`config.mk`:
```
export PLATFORM = sky130hd
export DESIGN_NAME = fifo_fwft_flat
export DESIGN_NICKNAME = d
export VERILOG_FILES = /design/src/rtl/fifo_fwft_if.sv /design/src/rtl/fifo_fwft.sv /design/src/flat_wrapper.sv
export SDC_FILE = /design/constraint.sdc
export NUM_CORES = 2
export LEC_CHECK = 0
export BUFFER_PORTS_ARGS = -buffer_cell sky130_fd_sc_hd__buf_2
export CAP_MARGIN = 20
export CORE_MARGIN = 2
export CORE_UTILIZATION = 68
export CTS_CLUSTER_DIAMETER = 50
export DETAILED_ROUTE_END_ITERATION = 16
export PLACE_DENSITY = 0.95
export SETUP_SLACK_MARGIN = 0.2
export SLEW_MARGIN = 30
export SYNTH_ARGS = -nofsm -noshare
export SYNTH_HDL_FRONTEND = slang
export SYNTH_SLANG_ARGS = --single-unit
```
`constraint.sdc`:
```
create_clock -name clk -period 10.37 [get_ports clk]
set_input_delay 0 -clock clk [delete_from_list [all_inputs] [get_ports clk]]
set_output_delay 0 -clock clk [all_outputs]
set_load 0.05 [all_outputs]
```
`src/rtl/fifo_fwft_if.sv`:
```
// rtl/fifo_fwft_if.sv - valid/ready write and read channels of fifo_fwft
interface fifo_fwft_if #(
   parameter int WIDTH = 8
);
   logic             wr_valid;
   logic [WIDTH-1:0] wr_data;
   logic             wr_ready;
   logic             rd_valid;
   logic [WIDTH-1:0] rd_data;
   logic             rd_ready;

   modport master (
      output wr_valid, wr_data, rd_ready,
      input  wr_ready, rd_valid, rd_data
   );

   modport slave (
      input  wr_valid, wr_data, rd_ready,
      output wr_ready, rd_valid, rd_data
   );
endinterface

```
`src/rtl/fifo_fwft.sv`:
```
// rtl/fifo_fwft.sv - first-word-fall-through FIFO on a registered-read RAM
module fifo_fwft #(
   parameter int WIDTH     = 8,
   parameter int DEPTH     = 512,
   parameter int AF_THRESH = DEPTH - 10,
   parameter int AE_THRESH = 4
) (
   input  logic                 clk,
   input  logic                 reset,
   input  logic                 flush,
   fifo_fwft_if.slave           bus,
   output logic [$clog2(DEPTH):0] level,
   output logic                 almost_full,
   output logic                 almost_empty,
   output logic                 overflow,
   input  logic                 clear_errors
);
   localparam int DB = $clog2(DEPTH);
   localparam int LW = DB + 1;
   localparam logic [LW-1:0] ONE_L   = LW'(1);
   localparam logic [LW-1:0] DEPTH_L = LW'(DEPTH);
   localparam logic [LW-1:0] AF_L    = LW'(AF_THRESH);
   localparam logic [LW-1:0] AE_L    = LW'(AE_THRESH);
   localparam logic [DB-1:0] PTR_ONE = DB'(1);

   // State describes the output stage; pref_valid tracks the RAM read register.
   typedef enum logic [1:0] {S_EMPTY, S_PREF, S_VALID} state_t;

   state_t           state, state_next;
   logic [WIDTH-1:0] mem [DEPTH];
   logic [WIDTH-1:0] ram_q;
   logic [WIDTH-1:0] rd_data_q;
   logic [DB-1:0]    wr_ptr, rd_ptr;
   logic [LW-1:0]    ram_count, ram_count_next, level_next;
   logic             pref_valid, pref_valid_next;
   logic             wr_ready_q;
   logic             push, pop, load_out, issue_rd;

   assign bus.wr_ready = wr_ready_q;
   assign bus.rd_valid = (state == S_VALID);
   assign bus.rd_data  = rd_data_q;

   always_comb begin
      push     = bus.wr_valid & wr_ready_q & ~flush;
      pop      = bus.rd_valid & bus.rd_ready & ~flush;
      load_out = pref_valid & (~bus.rd_valid | pop) & ~flush;
      issue_rd = (ram_count != '0) & (~pref_valid | load_out) & ~flush;

      level_next = level;
      case ({push, pop})
         2'b10:   level_next = level + ONE_L;
         2'b01:   level_next = level - ONE_L;
         default: level_next = level;
      endcase

      ram_count_next = ram_count;
      case ({push, issue_rd})
         2'b10:   ram_count_next = ram_count + ONE_L;
         2'b01:   ram_count_next = ram_count - ONE_L;
         default: ram_count_next = ram_count;
      endcase
   end

   always_comb begin
      state_next      = state;
      pref_valid_next = pref_valid;
      if (issue_rd)
         pref_valid_next = 1'b1;
      else if (load_out)
         pref_valid_next = 1'b0;

      case (state)
         S_EMPTY: if (issue_rd) state_next = S_PREF;
         S_PREF:  if (load_out) state_next = S_VALID;
         S_VALID: if (pop && !load_out)
                     state_next = pref_valid_next ? S_PREF : S_EMPTY;
         default: state_next = S_EMPTY;
      endcase
   end

   // Plain RAM process without reset so it maps onto block RAM.
   always_ff @(posedge clk) begin
      if (push)
         mem[wr_ptr] <= bus.wr_data;
      if (issue_rd)
         ram_q <= mem[rd_ptr];
   end

   always_ff @(posedge clk) begin
      if (reset) begin
         state        <= S_EMPTY;
         pref_valid   <= 1'b0;
         wr_ptr       <= '0;
         rd_ptr       <= '0;
         ram_count    <= '0;
         level        <= '0;
         rd_data_q    <= '0;
         wr_ready_q   <= 1'b0;
         almost_full  <= 1'b0;
         almost_empty <= 1'b1;
      end else if (flush) begin
         state        <= S_EMPTY;
         pref_valid   <= 1'b0;
         wr_ptr       <= '0;
         rd_ptr       <= '0;
         ram_count    <= '0;
         level        <= '0;
         wr_ready_q   <= 1'b1;
         almost_full  <= 1'b0;
         almost_empty <= 1'b1;
      end else begin
         state        <= state_next;
         pref_valid   <= pref_valid_next;
         ram_count    <= ram_count_next;
         level        <= level_next;
         wr_ready_q   <= (level_next < DEPTH_L);
         almost_full  <= (level_next >= AF_L);
         almost_empty <= (level_next <= AE_L);
         if (push)
            wr_ptr <= wr_ptr + PTR_ONE;
         if (issue_rd)
            rd_ptr <= rd_ptr + PTR_ONE;
         if (load_out)
            rd_data_q <= ram_q;
      end
   end

   // A fresh overflow event beats a coincident clear.
   always_ff @(posedge clk) begin
      if (reset)
         overflow <= 1'b0;
      else if (bus.wr_valid && !wr_ready_q)
         overflow <= 1'b1;
      else if (clear_errors)
         overflow <= 1'b0;
   end
endmodule

```
`src/flat_wrapper.sv`:
```
// flat-port wrapper written by rule: the top's interface ports become plain ports
module fifo_fwft_flat 
#(
   parameter int WIDTH     = 8,
   parameter int DEPTH     = 512,
   parameter int AF_THRESH = DEPTH - 10,
   parameter int AE_THRESH = 4
)
  (clk, reset, flush, level, almost_full, almost_empty, overflow, clear_errors, bus_wr_valid, bus_wr_data, bus_rd_ready, bus_wr_ready, bus_rd_valid, bus_rd_data);
  fifo_fwft_if #(.WIDTH(WIDTH)) bus_i ();
  input  logic clk;
  input  logic reset;
  input  logic flush;
  output logic [$clog2(DEPTH):0] level;
  output logic almost_full;
  output logic almost_empty;
  output logic overflow;
  input  logic clear_errors;
  input wire logic [$bits(bus_i.wr_valid)-1:0] bus_wr_valid;
  input wire logic [$bits(bus_i.wr_data)-1:0] bus_wr_data;
  input wire logic [$bits(bus_i.rd_ready)-1:0] bus_rd_ready;
  output wire logic [$bits(bus_i.wr_ready)-1:0] bus_wr_ready;
  output wire logic [$bits(bus_i.rd_valid)-1:0] bus_rd_valid;
  output wire logic [$bits(bus_i.rd_data)-1:0] bus_rd_data;
  assign bus_i.wr_valid = bus_wr_valid;
  assign bus_i.wr_data = bus_wr_data;
  assign bus_i.rd_ready = bus_rd_ready;
  assign bus_wr_ready = bus_i.wr_ready;
  assign bus_rd_valid = bus_i.rd_valid;
  assign bus_rd_data = bus_i.rd_data;
  fifo_fwft #(.WIDTH(WIDTH), .DEPTH(DEPTH), .AF_THRESH(AF_THRESH), .AE_THRESH(AE_THRESH)) u_core (.clk(clk), .reset(reset), .flush(flush), .bus(bus_i), .level(level), .almost_full(almost_full), .almost_empty(almost_empty), .overflow(overflow), .clear_errors(clear_errors));
endmodule
```
==> flow_summary.toml, run 1 <==
[status]
outcome = "did not finish"
lastStage = "clock tree synthesis"
error_line = "[ERROR DPL-0033] detailed placement checks failed during check placement."

[synthesis]
ys.flop_type = "edfxtp_1"
synth-xor-area-share_pct = 0.180
synth-simple-area-share_pct = 2.50
synth_edf_count = 4104
synth_top_family_by_area = "multiplexers"
synth_adder_area_share_pct = 0.145
ys.warnings.count = 0
ys_seq_elements = 4157
synth_compound_area_share_pct = 2.81
synthCells = 7466
yosysUniqueCellTypes = 68
synth_nets = 7498
ys_seq_area_share_pct = 77.3
synthArstFlopShare_pct = 0
netlist_area_sq_um = 161000
syn_area_per_cell_sq_um = 21.5
synth_mux_area_share_pct = 15.4

[floorplan]
start_util_pct = 68.3
io_pins = 37
rows = 178
die_height_microns = 490
die_width_microns = 490

[place]
gp_congestion = 0.895
numPortBuffers = 36
pre_cts_ws_ns = 4.58
place_hpwl_microns = 285000
dp.cells = 10300

[clocking]
cts_resized = 0
numCtsBuffers = 401
cts.sinks = 4157
root_buffer = "clkbuf_16"
cts.htree.levels = 5
hold_buffers = 20
clockBufferDepth = 4
post-cts-setup-buffers = 0
## metrics by stage
stage	hold WS [ns]	util (%)	instance area, sq um
floorplan	0.0989	-	161000
global placement	0.261	69.7	164000
detailed placement	0.284	69.8	164000
## synth_stat cells (8+ instances only)
cell type,number,area (sq um)
o21ai_0,41,205
o22ai_1,39,244
ha_1,17,213
o211ai_1,23,173
xnor2_1,16,140
clkbuf_1,214,803
o221ai_1,12,105
o2111ai_1,9,78.8
mux4_2,1034,23300
mux2_2,23,259
a22oi_1,201,1510
mux2i_1,127,1270
a221oi_1,59,517
xor2_1,17,149
nor2b_1,14,87.6
edfxtp_1,4104,123000
inv_1,18,67.6
nand2_1,112,420
nor4_1,15,93.8
a31oi_1,27,169
nor3_1,39,195
nor2_1,618,2320
nand2b_1,22,138
dfxtp_1,53,1060
buf_6,28,315
a22o_1,42,368
buf_2,116,581
nor3b_1,8,60.1
buf_1,20,75.1
nand3_1,55,275
a21oi_1,133,666
nand4_1,19,119
buf_4,88,661
## kinds of logic after synthesis
kind of cell / after synthesis
adders and majority gates: 18
and+or+nand+nor: 945
muxes: 1184
xor gates and xnor gates: 33
AOI/OAI and AO/OA: 641
buffers and inverters: 488
DFF: 4157
==> run 2, diff against run 1 <==
CORE_UTILIZATION = 40   (was 68)
CTS_CLUSTER_DIAMETER = not set   (was 50)
PLACE_DENSITY = not set   (was 0.95)
PLACE_DENSITY_LB_ADDON = 0.15   (was not set)
SETUP_SLACK_MARGIN = not set   (was 0.2)
==> run 2 against run 1 <==
Effect of this change: the flow now finishes without violations; synthesized area did not move; synthesized cell count did not move.
==> flow_summary.toml, run 2 <==
[synthesis]
ys_seq_area_share_pct = 77.3
yosysUniqueCellTypes = 68
synthArstFlopShare_pct = 0
syn_area_per_cell_sq_um = 21.5
synth.most_common_cell = "edfxtp_1"
yosysTopAreaCellShare_pct = 76.7
synth_area_leaders = "edfxtp_1, mux4_2, nor2_1, a22oi_1, mux2i_1"
ys.flop_type = "edfxtp_1"
synthCells = 7466
synth_top_area_cell = "edfxtp_1"
netlist_area_sq_um = 161000
synth_edf_count = 4104
ys.warnings.count = 0
ys_seq_elements = 4157
synth_nets = 7498
synthTopCellsByCount = "edfxtp_1, mux4_2, nor2_1"

[clocking]
cts.htree.levels = 5
clk_latency_ns = 0.99
cts_tree = "built"
numCtsBuffers = 432
clockBufferDepth = 4
root_buffer = "clkbuf_16"
cts.sinks = 4157
cts_resized = 0
clkTransAtPathRegs_ns = 0.06

[floorplan]
die_width_microns = 638
core_area_sq_um = 400000
io_pins = 37
die_height_microns = 638
start_util_pct = 40.2
dieArea_sq_um = 407000
rows = 232

[setup_path]
critPathKind = "flop to flop"
r2r_slack_ns = 4.91
r2r_end = "u_core.ram_q[3]$_DFFE_PP_"
cpMostUsedCell = "buf_4"
crit_required_ns = 11.06
crit_start = "u_core.rd_ptr[3]$_SDFFE_PP0P_"
crit_chain = "buf_4, buf_4, and2_1, buf_4, a221oi_1, o21ai_0, nand3_1, nor2_1, o21ai_0, a21oi_1, nor4_1"
path_buf_inv = 3
path_max_fanout = 40
cp-start-kind = "flop"
arrival_ns = 6.15
worstSetupEndpointType = "flop"
critPathSlowestCell = "dfxtp_4"
crit_family = "compound AO/OA/AOI/OAI gates"
reg2regPathDepth = 11
rr_startpoint = "u_core.rd_ptr[3]$_SDFFE_PP0P_"
slowest_delay_ns = 0.93

[pwr]
pwr_density_cell_nw_per_um2 = 189
pwr-share-comb_pct = 1.4
power_frac_seq_pct = 53.6
p_switching_mw = 6.97
p_sw_share_pct = 20.2
p_leak_nw = 53.8
p_int_mw = 27.4
vdd.ir_drop.worst_uv = 140
power_frac_clock_pct = 45.0

[sta]
fmax_mhz = 183
clock_skew_ns = 0.0735
finalHoldViolations = 0
drv_slew = 0
holdWs_ns = 0.0447
grt_setup_unrepaired = "no"
slew_headroom_pct = 25.0
finalWorstSetupSlack_ns = 4.91
fin_crit_ns = 5.46
finalCritPeriodShare_pct = 52.7
fin_setup_tns_ns = 0
worst_pin_slew_ns = 1.12
setup_viol = 0

[detailed_routing]
wirelength_microns = 465000
avgRoutedWirePerCell_microns = 35.0
viasPerCell = 5.96
ant_nets = 0
drc = 0
drt-initial-drc-count = 10100
vias = 79300
first_pass_iters = 8

[finish]
largest_register_ffs = 4096
final_layout_size_suffix_gt1_share_pct = 25.1
final_common_cell = "edfxtp_1"
syn2layout_area_growth_pct = 13.0
finalInstanceArea_sq_um = 182000
multi_input_area_sq_um = 34300
nets = 7705
regArea_sq_um = 124000
fin_cells = 13300
reg.largest.list = "u_core.mem x4096, u_core.level x10, u_core.ram_count x10"
final_cell_mix = "edfxtp_1, mux4_2, nor2_1"
regMostFlops = "u_core.mem"
nFillCells = 33300

[grt]
grt_pass1_wl_microns = 648000
grt.overflow.total = 0
grt_pass1_vias = 80100
antenna_found_initial = 29
grt_max_degree = 201
grt_usage_pct = 22.6

[min_path]
whs_path_depth = 2
whs_endpoint = "u_core.mem[322][4]$_DFFE_PP_"
min_from = "bus_wr_data[4]"
hp-class = "input pin to flop"

[place]
pre_cts_ws_ns = 4.94
placed_area_sq_um = 167000
gp_congestion = 0.815
place_hpwl_microns = 276000
numPortBuffers = 36
dp.cells = 12500

[run]
max_cap_viol_count = 0

[status]
outcome = "complete, no violations"
[run 2: through the flow]
step	util, %	total power, mW
after floorplan	-	18.9
after global placement	41.8	19.3
after detailed placement	41.8	19.3
after CTS	45.4	34.7
after global routing	45.4	35.3
final	45.4	34.4
[run 2: worst max-delay path by stage]
stage / end / cells after the start
5_1_grt: u_core.ram_q[7]$_DFFE_PP_ / 8
6_report: u_core.ram_q[3]$_DFFE_PP_ / 11
2_1_floorplan: u_core.ram_count[9]$_SDFFE_PP0P_ / 16
4_1_cts: u_core.ram_q[3]$_DFFE_PP_ / 11
3_5_place_dp: u_core.ram_q[7]$_DFFE_PP_ / 8
3_3_place_gp: u_core.ram_q[3]$_DFFE_PP_ / 12
[run 2: logic make-up (layout without fill, tap and decap cells)]
group | Yosys count | in the layout | synth area share (%)
buffers and inverters | 488 | 1057 | 1.57
other | 0 | 7 | 0
flip-flops | 4157 | 4157 | 77.3
XOR/XNOR | 33 | 33 | 0.180
AND/OR/NAND/NOR | 945 | 945 | 2.50
adder cells (fa/ha/maj) | 18 | 18 | 0.145
AO/OA/AOI/OAI | 641 | 641 | 2.81
multiplexers | 1184 | 1184 | 15.4
[run 2: per-layer routing]
layer  wire [microns]  vias up  global-route usage, %
met4            12400        8                   5.74
met3            33900      580                   3.84
met5               58        -                      0
li1                 -    31800                      -
met2           220000     3265                   36.0
met1           199000    43600                   32.6
[run 2: power by group through the flow]
stage          clock network [mW]  logic, mW  registers [mW]
3_3_place_gp                    0      0.445            18.8
2_1_floorplan                   0      0.114            18.8
6_report                     15.5      0.476            18.5
4_1_cts                      15.7      0.475            18.5
5_1_grt                      16.4      0.510            18.4
3_5_place_dp                    0      0.470            18.8
[run 2: area by class of cell]
| type | count | share of cell area, % |
|---|---|---|
| multi-input cells | 2821 | 18.9 |
| inverters | 19 | 0.0400 |
| flip-flops and latches | 4157 | 68.4 |
| clock inverters | 274 | 1.48 |
| well taps | 5265 | 3.63 |
| clock buffers | 522 | 6.25 |
| diodes | 7 | 0.00964 |
| repair buffers | 242 | 1.25 |
[run 2: repair_timing]
| action | CTS | global route |
|---|---|---|
| endpoints found under the hold margin | 1091 | 0 |
| setup buffers | 0 | 0 |
| hold buffers | 20 | 0 |
Power figures use the tool's default switching activity.
